<file path="config.mk">
export PLATFORM = sky130hd
export DESIGN_NAME = joy_serial_multi
export DESIGN_NICKNAME = d
export VERILOG_FILES = /design/src/rtl/joy_serial_pkg.sv /design/src/rtl/joy_debounce.sv /design/src/rtl/joy_serial_multi.sv
export SDC_FILE = /design/constraint.sdc
export NUM_CORES = 1
export LEC_CHECK = 0
export CORE_ASPECT_RATIO = 1.75
export CORE_UTILIZATION = 40
export CTS_CLUSTER_DIAMETER = 60
export DETAILED_ROUTE_END_ITERATION = 10
export PLACE_DENSITY = 0.6
export SLEW_MARGIN = 20
export SYNTH_ARGS = -nofsm -noshare
export SYNTH_HDL_FRONTEND = slang
export SYNTH_SLANG_ARGS = --single-unit
</file>
<file path="constraint.sdc">
create_clock -name clk -period 4.3 [get_ports clk]
set_input_delay 0.86 -clock clk [delete_from_list [all_inputs] [get_ports clk]]
set_output_delay 0.86 -clock clk [all_outputs]
set_load 0.01 [all_outputs]
</file>
<file path="src/rtl/joy_serial_pkg.sv">
// Shared types and constants for the serial joystick reader.
package joy_serial_pkg;

    // Reader sequencing states
    typedef enum logic [2:0] {
        StIdle,
        StLoad,
        StShiftLo,
        StShiftHi,
        StUpdate,
        StGap
    } joy_state_e;

    // Default build: two 12-button pads, ~1.3 us serial tick at 48 MHz
    localparam int DEF_PLAYERS   = 2;
    localparam int DEF_BITS      = 12;
    localparam int DEF_CLK_DIV   = 64;
    localparam int DEF_GAP_TICKS = 16;
    localparam int DEF_DEBOUNCE  = 2;

    localparam int DEF_NBITS = DEF_PLAYERS * DEF_BITS;
    localparam int DEF_IDX_W = $clog2(DEF_NBITS + 1);

    // Bits needed to hold 0..n, never less than one
    function automatic int cnt_width(input int n);
        return (n < 1) ? 1 : $clog2(n + 1);
    endfunction

endpackage

</file>
<file path="src/rtl/joy_debounce.sv">
// Per-bit multi-frame debounce: an output bit changes only when the last
// DEBOUNCE raw frames (current one included) all agree.
module joy_debounce #(
    parameter int WIDTH    = 24,
    parameter int DEBOUNCE = 2
) (
    input  logic             clk,
    input  logic             reset,
    input  logic             push,
    input  logic [WIDTH-1:0] raw,
    output logic [WIDTH-1:0] stable
);

    if (DEBOUNCE > 1) begin : g_hist
        // Previous DEBOUNCE-1 frames; the current frame is 'raw' itself
        logic [WIDTH-1:0] hist_q [DEBOUNCE-1];
        logic [WIDTH-1:0] all_one;
        logic [WIDTH-1:0] all_zero;

        // Agreement masks across current frame and history
        always_comb begin
            all_one  = raw;
            all_zero = ~raw;
            for (int k = 0; k < DEBOUNCE - 1; k++) begin
                all_one  = all_one & hist_q[k];
                all_zero = all_zero & ~hist_q[k];
            end
        end

        // Shift history and update held outputs on each completed frame
        always_ff @(posedge clk or posedge reset) begin
            if (reset) begin
                for (int k = 0; k < DEBOUNCE - 1; k++) begin
                    hist_q[k] <= '0;
                end
                stable <= '0;
            end else if (push) begin
                hist_q[0] <= raw;
                for (int k = 1; k < DEBOUNCE - 1; k++) begin
                    hist_q[k] <= hist_q[k-1];
                end
                stable <= all_one | (stable & ~all_zero);
            end
        end
    end else begin : g_pass
        // No debounce: register the raw frame directly
        always_ff @(posedge clk or posedge reset) begin
            if (reset) begin
                stable <= '0;
            end else if (push) begin
                stable <= raw;
            end
        end
    end

endmodule

</file>
<file path="src/rtl/joy_serial_multi.sv">
// Serial-shift joystick reader: drives load/clock to a 74HC165-style chain,
// shifts in PLAYERS*BITS active-low buttons and presents debounced buttons.
module joy_serial_multi
    import joy_serial_pkg::*;
#(
    parameter int PLAYERS   = DEF_PLAYERS,
    parameter int BITS      = DEF_BITS,
    parameter int CLK_DIV   = DEF_CLK_DIV,
    parameter int GAP_TICKS = DEF_GAP_TICKS,
    parameter int DEBOUNCE  = DEF_DEBOUNCE
) (
    input  logic                    clk,
    input  logic                    reset,
    input  logic                    enable,
    input  logic                    joy_data,
    output logic                    joy_clk,
    output logic                    joy_load,
    output logic [PLAYERS*BITS-1:0] joystick,
    output logic                    frame_done
);

    localparam int N     = PLAYERS * BITS;
    localparam int IDX_W = $clog2(N + 1);
    localparam int DIV_W = cnt_width(CLK_DIV - 1);
    localparam int GAP_W = cnt_width(GAP_TICKS);

    joy_state_e       state_q, state_d;
    logic [DIV_W-1:0] div_q;
    logic [IDX_W-1:0] idx_q, idx_d;
    logic [GAP_W-1:0] gap_q, gap_d;
    logic [N-1:0]     raw_q, raw_d;
    logic             joy_clk_d, joy_load_d;
    logic             tick;
    logic             push;

    assign tick = (div_q == DIV_W'(CLK_DIV - 1));

    // Free-running serial tick divider
    always_ff @(posedge clk or posedge reset) begin
        if (reset) begin
            div_q <= '0;
        end else begin
            div_q <= tick ? '0 : div_q + DIV_W'(1);
        end
    end

    // Next-state and chain-pin control; everything except UPDATE waits for a tick
    always_comb begin
        state_d    = state_q;
        idx_d      = idx_q;
        gap_d      = gap_q;
        raw_d      = raw_q;
        joy_clk_d  = joy_clk;
        joy_load_d = joy_load;
        push       = 1'b0;
        unique case (state_q)
            StIdle: begin
                if (tick && enable) begin
                    joy_load_d = 1'b0;
                    state_d    = StLoad;
                end
            end
            StLoad: begin
                if (tick) begin
                    joy_load_d = 1'b1;
                    idx_d      = '0;
                    state_d    = StShiftLo;
                end
            end
            StShiftLo: begin
                if (tick) begin
                    for (int i = 0; i < N; i++) begin
                        if (idx_q == IDX_W'(i)) raw_d[i] = ~joy_data;
                    end
                    joy_clk_d = 1'b0;
                    state_d   = StShiftHi;
                end
            end
            StShiftHi: begin
                if (tick) begin
                    joy_clk_d = 1'b1;
                    if (idx_q == IDX_W'(N - 1)) begin
                        state_d = StUpdate;
                    end else begin
                        idx_d   = idx_q + IDX_W'(1);
                        state_d = StShiftLo;
                    end
                end
            end
            StUpdate: begin
                push = 1'b1;
                if (GAP_TICKS > 0) begin
                    gap_d   = '0;
                    state_d = StGap;
                end else begin
                    state_d = StIdle;
                end
            end
            StGap: begin
                if (tick) begin
                    if (gap_q == GAP_W'(GAP_TICKS - 1)) begin
                        state_d = StIdle;
                    end else begin
                        gap_d = gap_q + GAP_W'(1);
                    end
                end
            end
            default: state_d = StIdle;
        endcase
    end

    // State, shift register and registered chain/strobe outputs
    always_ff @(posedge clk or posedge reset) begin
        if (reset) begin
            state_q    <= StIdle;
            idx_q      <= '0;
            gap_q      <= '0;
            raw_q      <= '0;
            joy_clk    <= 1'b1;
            joy_load   <= 1'b1;
            frame_done <= 1'b0;
        end else begin
            state_q    <= state_d;
            idx_q      <= idx_d;
            gap_q      <= gap_d;
            raw_q      <= raw_d;
            joy_clk    <= joy_clk_d;
            joy_load   <= joy_load_d;
            frame_done <= push;
        end
    end

    joy_debounce #(
        .WIDTH    (N),
        .DEBOUNCE (DEBOUNCE)
    ) u_debounce (
        .clk    (clk),
        .reset  (reset),
        .push   (push),
        .raw    (raw_q),
        .stable (joystick)
    );

endmodule
</file>
# After elaboration in Yosys (flattened, before gate mapping)
# Cells that the tools add are included.
# op_classes
muxes,22
n_reduce_logical,36
bitwise_logic,8
n_addsub,3
eq_ne,38
# ops
cell,n
$reduce_and 3->1,27
$and 24x24->24,3
$not 24->24,3
$eq 5x4->1 const B,9
$eq 5x5->1 const B,8
$mux 5,5
$or 24x24->24,1
$mux 3,7
$eq 5x3->1 const B,4
$pmux 5 s2,2
$pmux 3 s6,1
$ne 2x2->1 const B,8
$add 5x1->5 const B,2
$eq 5x2->1 const B,2
$reduce_bool 2->1,4
$add 6x1->6 const B,1
$eq 3x2->1 const B,2
$eq 3x3->1 const B,2
$eq 6x6->1 const B,1
$mux 6,1
$reduce_and 6->1,1
$eq 5x1->1 const B,1
$logic_not 5->1,1
$mux 1,4
other kinds (6),7
# word_totals
reg_bits,94
word_cells,140
out_inout_bits,27
inputBits,4

# Longest topological paths before layout
# logic_depth
ltp_word,5
ltp_mapped,7
ltp_nobuf,7

# Modules after synthesis
# A second synthesis with hierarchy kept.
# unflattened
cells_unflattened,438
area_unflattened_um2,4727.0
# modules_own_cells
mod,instances,seq_area_each_um2,cells_per_inst,area_each_um2
joy_serial_multi,1,1153.6,256,2638.8
joy_debounce,1,1201.2,182,2088.3

# Worst setup path before layout
# OpenSTA, ideal clock, no wires.
# synth_path
path_kind,reg2reg
startpoint,reg gap_q[0]
endpoint,reg gap_q[3]
stages_incl_launch_ff,7
path_slack_ns,2.292
arrival_time_ns,1.930
required_ns,4.222
period_less_slack_ns,2.008
n_path_buf,0
setup_ns,0.078
cell_sequence,dfrtp_1 > ha_1 > and3_1 > ha_1 > o41a_4 > or3_1 > a21oi_1
# synth_via
elab_chain_len,4
word_cells_on_any_way,7
cone_classes,add/sub (1); eq/ne (2); mux (3); reduce/logical (1)
# synth_rtl
item,line_no,rtl
start: declaration,joy_serial_multi.sv:30,"logic [GAP_W-1:0] gap_q, gap_d;"
start signal: assignment,joy_serial_multi.sv:125,gap_q <= gap_d;
$add 5x1->5,joy_serial_multi.sv:104,gap_d = gap_q + GAP_W'(1);
$mux 5,joy_serial_multi.sv:101,if (gap_q == GAP_W'(GAP_TICKS - 1)) begin
$mux 5,joy_serial_multi.sv:100,if (tick) begin
$pmux 5 s2,joy_serial_multi.sv:56,unique case (state_q)
# Several ways; a longest one is shown, not always the timed one. The select of a mux whose other input is x is not followed.
# A chain may end at the register's enable or synchronous reset.

# Worst setup path in the final report
# layout_path
startpoint,reg joy_load
endpoint,out joy_load
# layout_lines
item,line_no,rtl
start: declaration,joy_serial_multi.sv:17,"output logic joy_load,"
start signal: assignment,joy_serial_multi.sv:128,joy_load <= joy_load_d;
# No word-level cell between the ends.

==> results.ini <==
[sta]
finalHoldViolations=0
min_period_ps=2260
skew_ps=6.96
fin_setup_tns_ps=0
setup_viol=0
hold_ws_ps=464
rsz0062_at_grt=false
max_freq_mhz=443
worst_pin_slew_ps=884
fin_crit_sh=0.525
drv_slew=0
max_slew_margin=0.409

[critical_path]
critical_path_class=reg2out
path_cells=clkdlybuf4s50_1
cp.arrival_ps=1400
rrSetupSlack_ps=2070
path_buf_inv=1
critPathSlowestCell=dfstp_2
rr_endpoint=gap_q[3]$_DFFE_PP0P_
end_kind=output pin
cpLargestDelayFamily=flip-flops
rr_startpoint=state_q[2]$_DFFE_PP0P_
critPathMaxFanout=2
ff2ff_path_depth=5
crit_required_ps=3440
max_stage_delay_ps=530
startpoint_type=register

[final_layout]
fin_nets=457
fin_cells=576
final_util=0.481
antennaDiodeCount=0
mostFrequentLayoutCell=dfrtp_1
area_growth_pct=16.7
drive_above_1_share=0.0757
final_cell_mix=dfrtp_1 (92), o21ai_0 (80), nand2_1 (41)
nFillCells=941

[worst_hold_path]
worstHoldEndpoint=joy_load$_DFFE_PP1P_
min_path_cells=2
min_path_type=reg2reg
holdCritStartpoint=joy_load$_DFFE_PP1P_

[clock_tree]
htreeDepth=3
cts_hold_buf=0
clk_pin_slew_ps=60
cts_resized=0
cts_tree=yes
cts_root_buf=clkbuf_16
cts_sinks=94
cts.path.max_buffers=2
clk_latency_ps=340
cts_setup_buffers=0
cts_buffers=9

[floorplan]
ios=31
row_count=49
initial_utilization=0.412
die_area_um2=11000
dieWidth_um=79.6
die_h_um=138
core_area_um2=10200

[drt]
drtIter0Drc=179
drt-total-wl_um=8340
route.met3.wl_um=188
via_per_inst=5.29
drc=0
wl_met1_um=3610
wire_per_inst_um=14.5
drtPass1Iterations=4
dr_wl_met2_um=4390
highest_layer=met4
vias=3045
final_antenna_net_count=0

[outcome]
status=finished, final reports clean

[place]
io_buffers=30
gp_congestion=0.873
placed_cells=561
dpl.hpwl_um=5620

[synth]
ys_types=41
seq_area_frac_synth=0.558
synth_nets=434
yosysWarningCount=0
synth_top_cell_area_share=0.546
yosysTopAreaCell=dfrtp_1
synthTopCellsByArea=dfrtp_1 (55%), o21ai_0 (9.5%), mux2i_1 (4.7%)
synth_edf_count=0
ys_ff_latch=94
async_flop_share=1.00
synth.cell_area_um2=4220
avgSynthCellArea_um2=9.99
synthFlopType=dfrtp_1
syn-instance-count=422

[global_routing]
grt_usage=0.172
grt_pass1_vias=2951
grt_max_degree=68
grt_pass1_wl_um=14400
antenna_found_initial=0
grt_overflow_total=0

[pwr]
p_per_area_nw_per_um2=358
total_power_w=0.00176
vdd_ir_drop_max_uv=207
cellLeakagePower_nw=2.23

[job]
drv_cap=0

==> routing by layer <==
metal	vias to the layer above	global-route usage
met5	-	0
met4	0	0.0717
met3	11	0.0351
met2	36	0.292
met1	1487	0.208
li1	1511	-
==> Yosys cell counts (2+ instances only) <==
cell type,count
a21oi_1,33
a31oi_1,6
and2b_2,3
and3_1,5
buf_2,6
clkbuf_1,13
dfrtp_1,92
dfstp_2,2
ha_1,8
inv_1,33
mux2_2,2
mux2i_1,20
nand2_1,41
nand2b_1,5
nand3_1,16
nand4_1,8
nand4b_1,8
nor2_1,13
nor2b_1,3
o21ai_0,80
o31ai_1,3
or3_1,2
xor2_1,2
==> power by group <==
group          internal [W]  leakage, nW  switching [W]
Combinational    0.00000888        0.863      0.0000301
Sequential         0.000893         1.22     0.00000244
Clock              0.000505        0.144       0.000325
Total               0.00141         2.23       0.000358
==> cells by family after synthesis <==
family,share of synthesized area
fa+ha+maj,0.0237
buf+inv,0.0516
mux,0.0528
compound gates,0.164
flops,0.558
xor+xnor,0.00623
simple gates,0.144
==> state kept, by name, indices dropped and copies added (netlist names) <==
name                      flops
joy_clk                       1
div_q                         6
u_debounce.g_hist.hist_q     24
state_q                       3
idx_q                         5
raw_q                        24
joy_load                      1
u_debounce.stable            24
gap_q                         5
frame_done                    1
==> final cells by class <==
class                   instances  area, um^2  share of cell area
clock buffers                   9         225              0.0458
clock inverters                 6        87.6              0.0178
inverters                      33         125              0.0254
multi-input cells             274        1650               0.335
flip-flops and latches         94        2350               0.478
well taps                     127         159              0.0323
repair buffers                 33         323              0.0656
==> through the flow <==
stage	cell area (um^2)	setup slack, ps
floorplan	4220	995
global placement	4610	1900
detailed placement	4610	1870
CTS	4920	1850
global route	4920	1910
finish	4920	2040
==> worst max-delay path by stage <==
stage / startpoint / endpoint / slack [ps] / cells after the start
after global placement: enable / state_q[0]$_DFFE_PP0P_ / 1900 / 5
after global routing: div_q[0]$_DFF_PP0_ / raw_q[16]$_DFFE_PP0P_ / 1910 / 5
after detailed placement: state_q[2]$_DFFE_PP0P_ / u_debounce.stable[1]$_DFFE_PP0P_ / 1870 / 4
final: joy_load$_DFFE_PP1P_ / joy_load / 2040 / 1
after floorplan: reset / div_q[0]$_DFF_PP0_ / 990 / 1
after CTS: state_q[2]$_DFFE_PP0P_ / u_debounce.stable[2]$_DFFE_PP0P_ / 1850 / 4
Power figures use the tool's default switching activity.
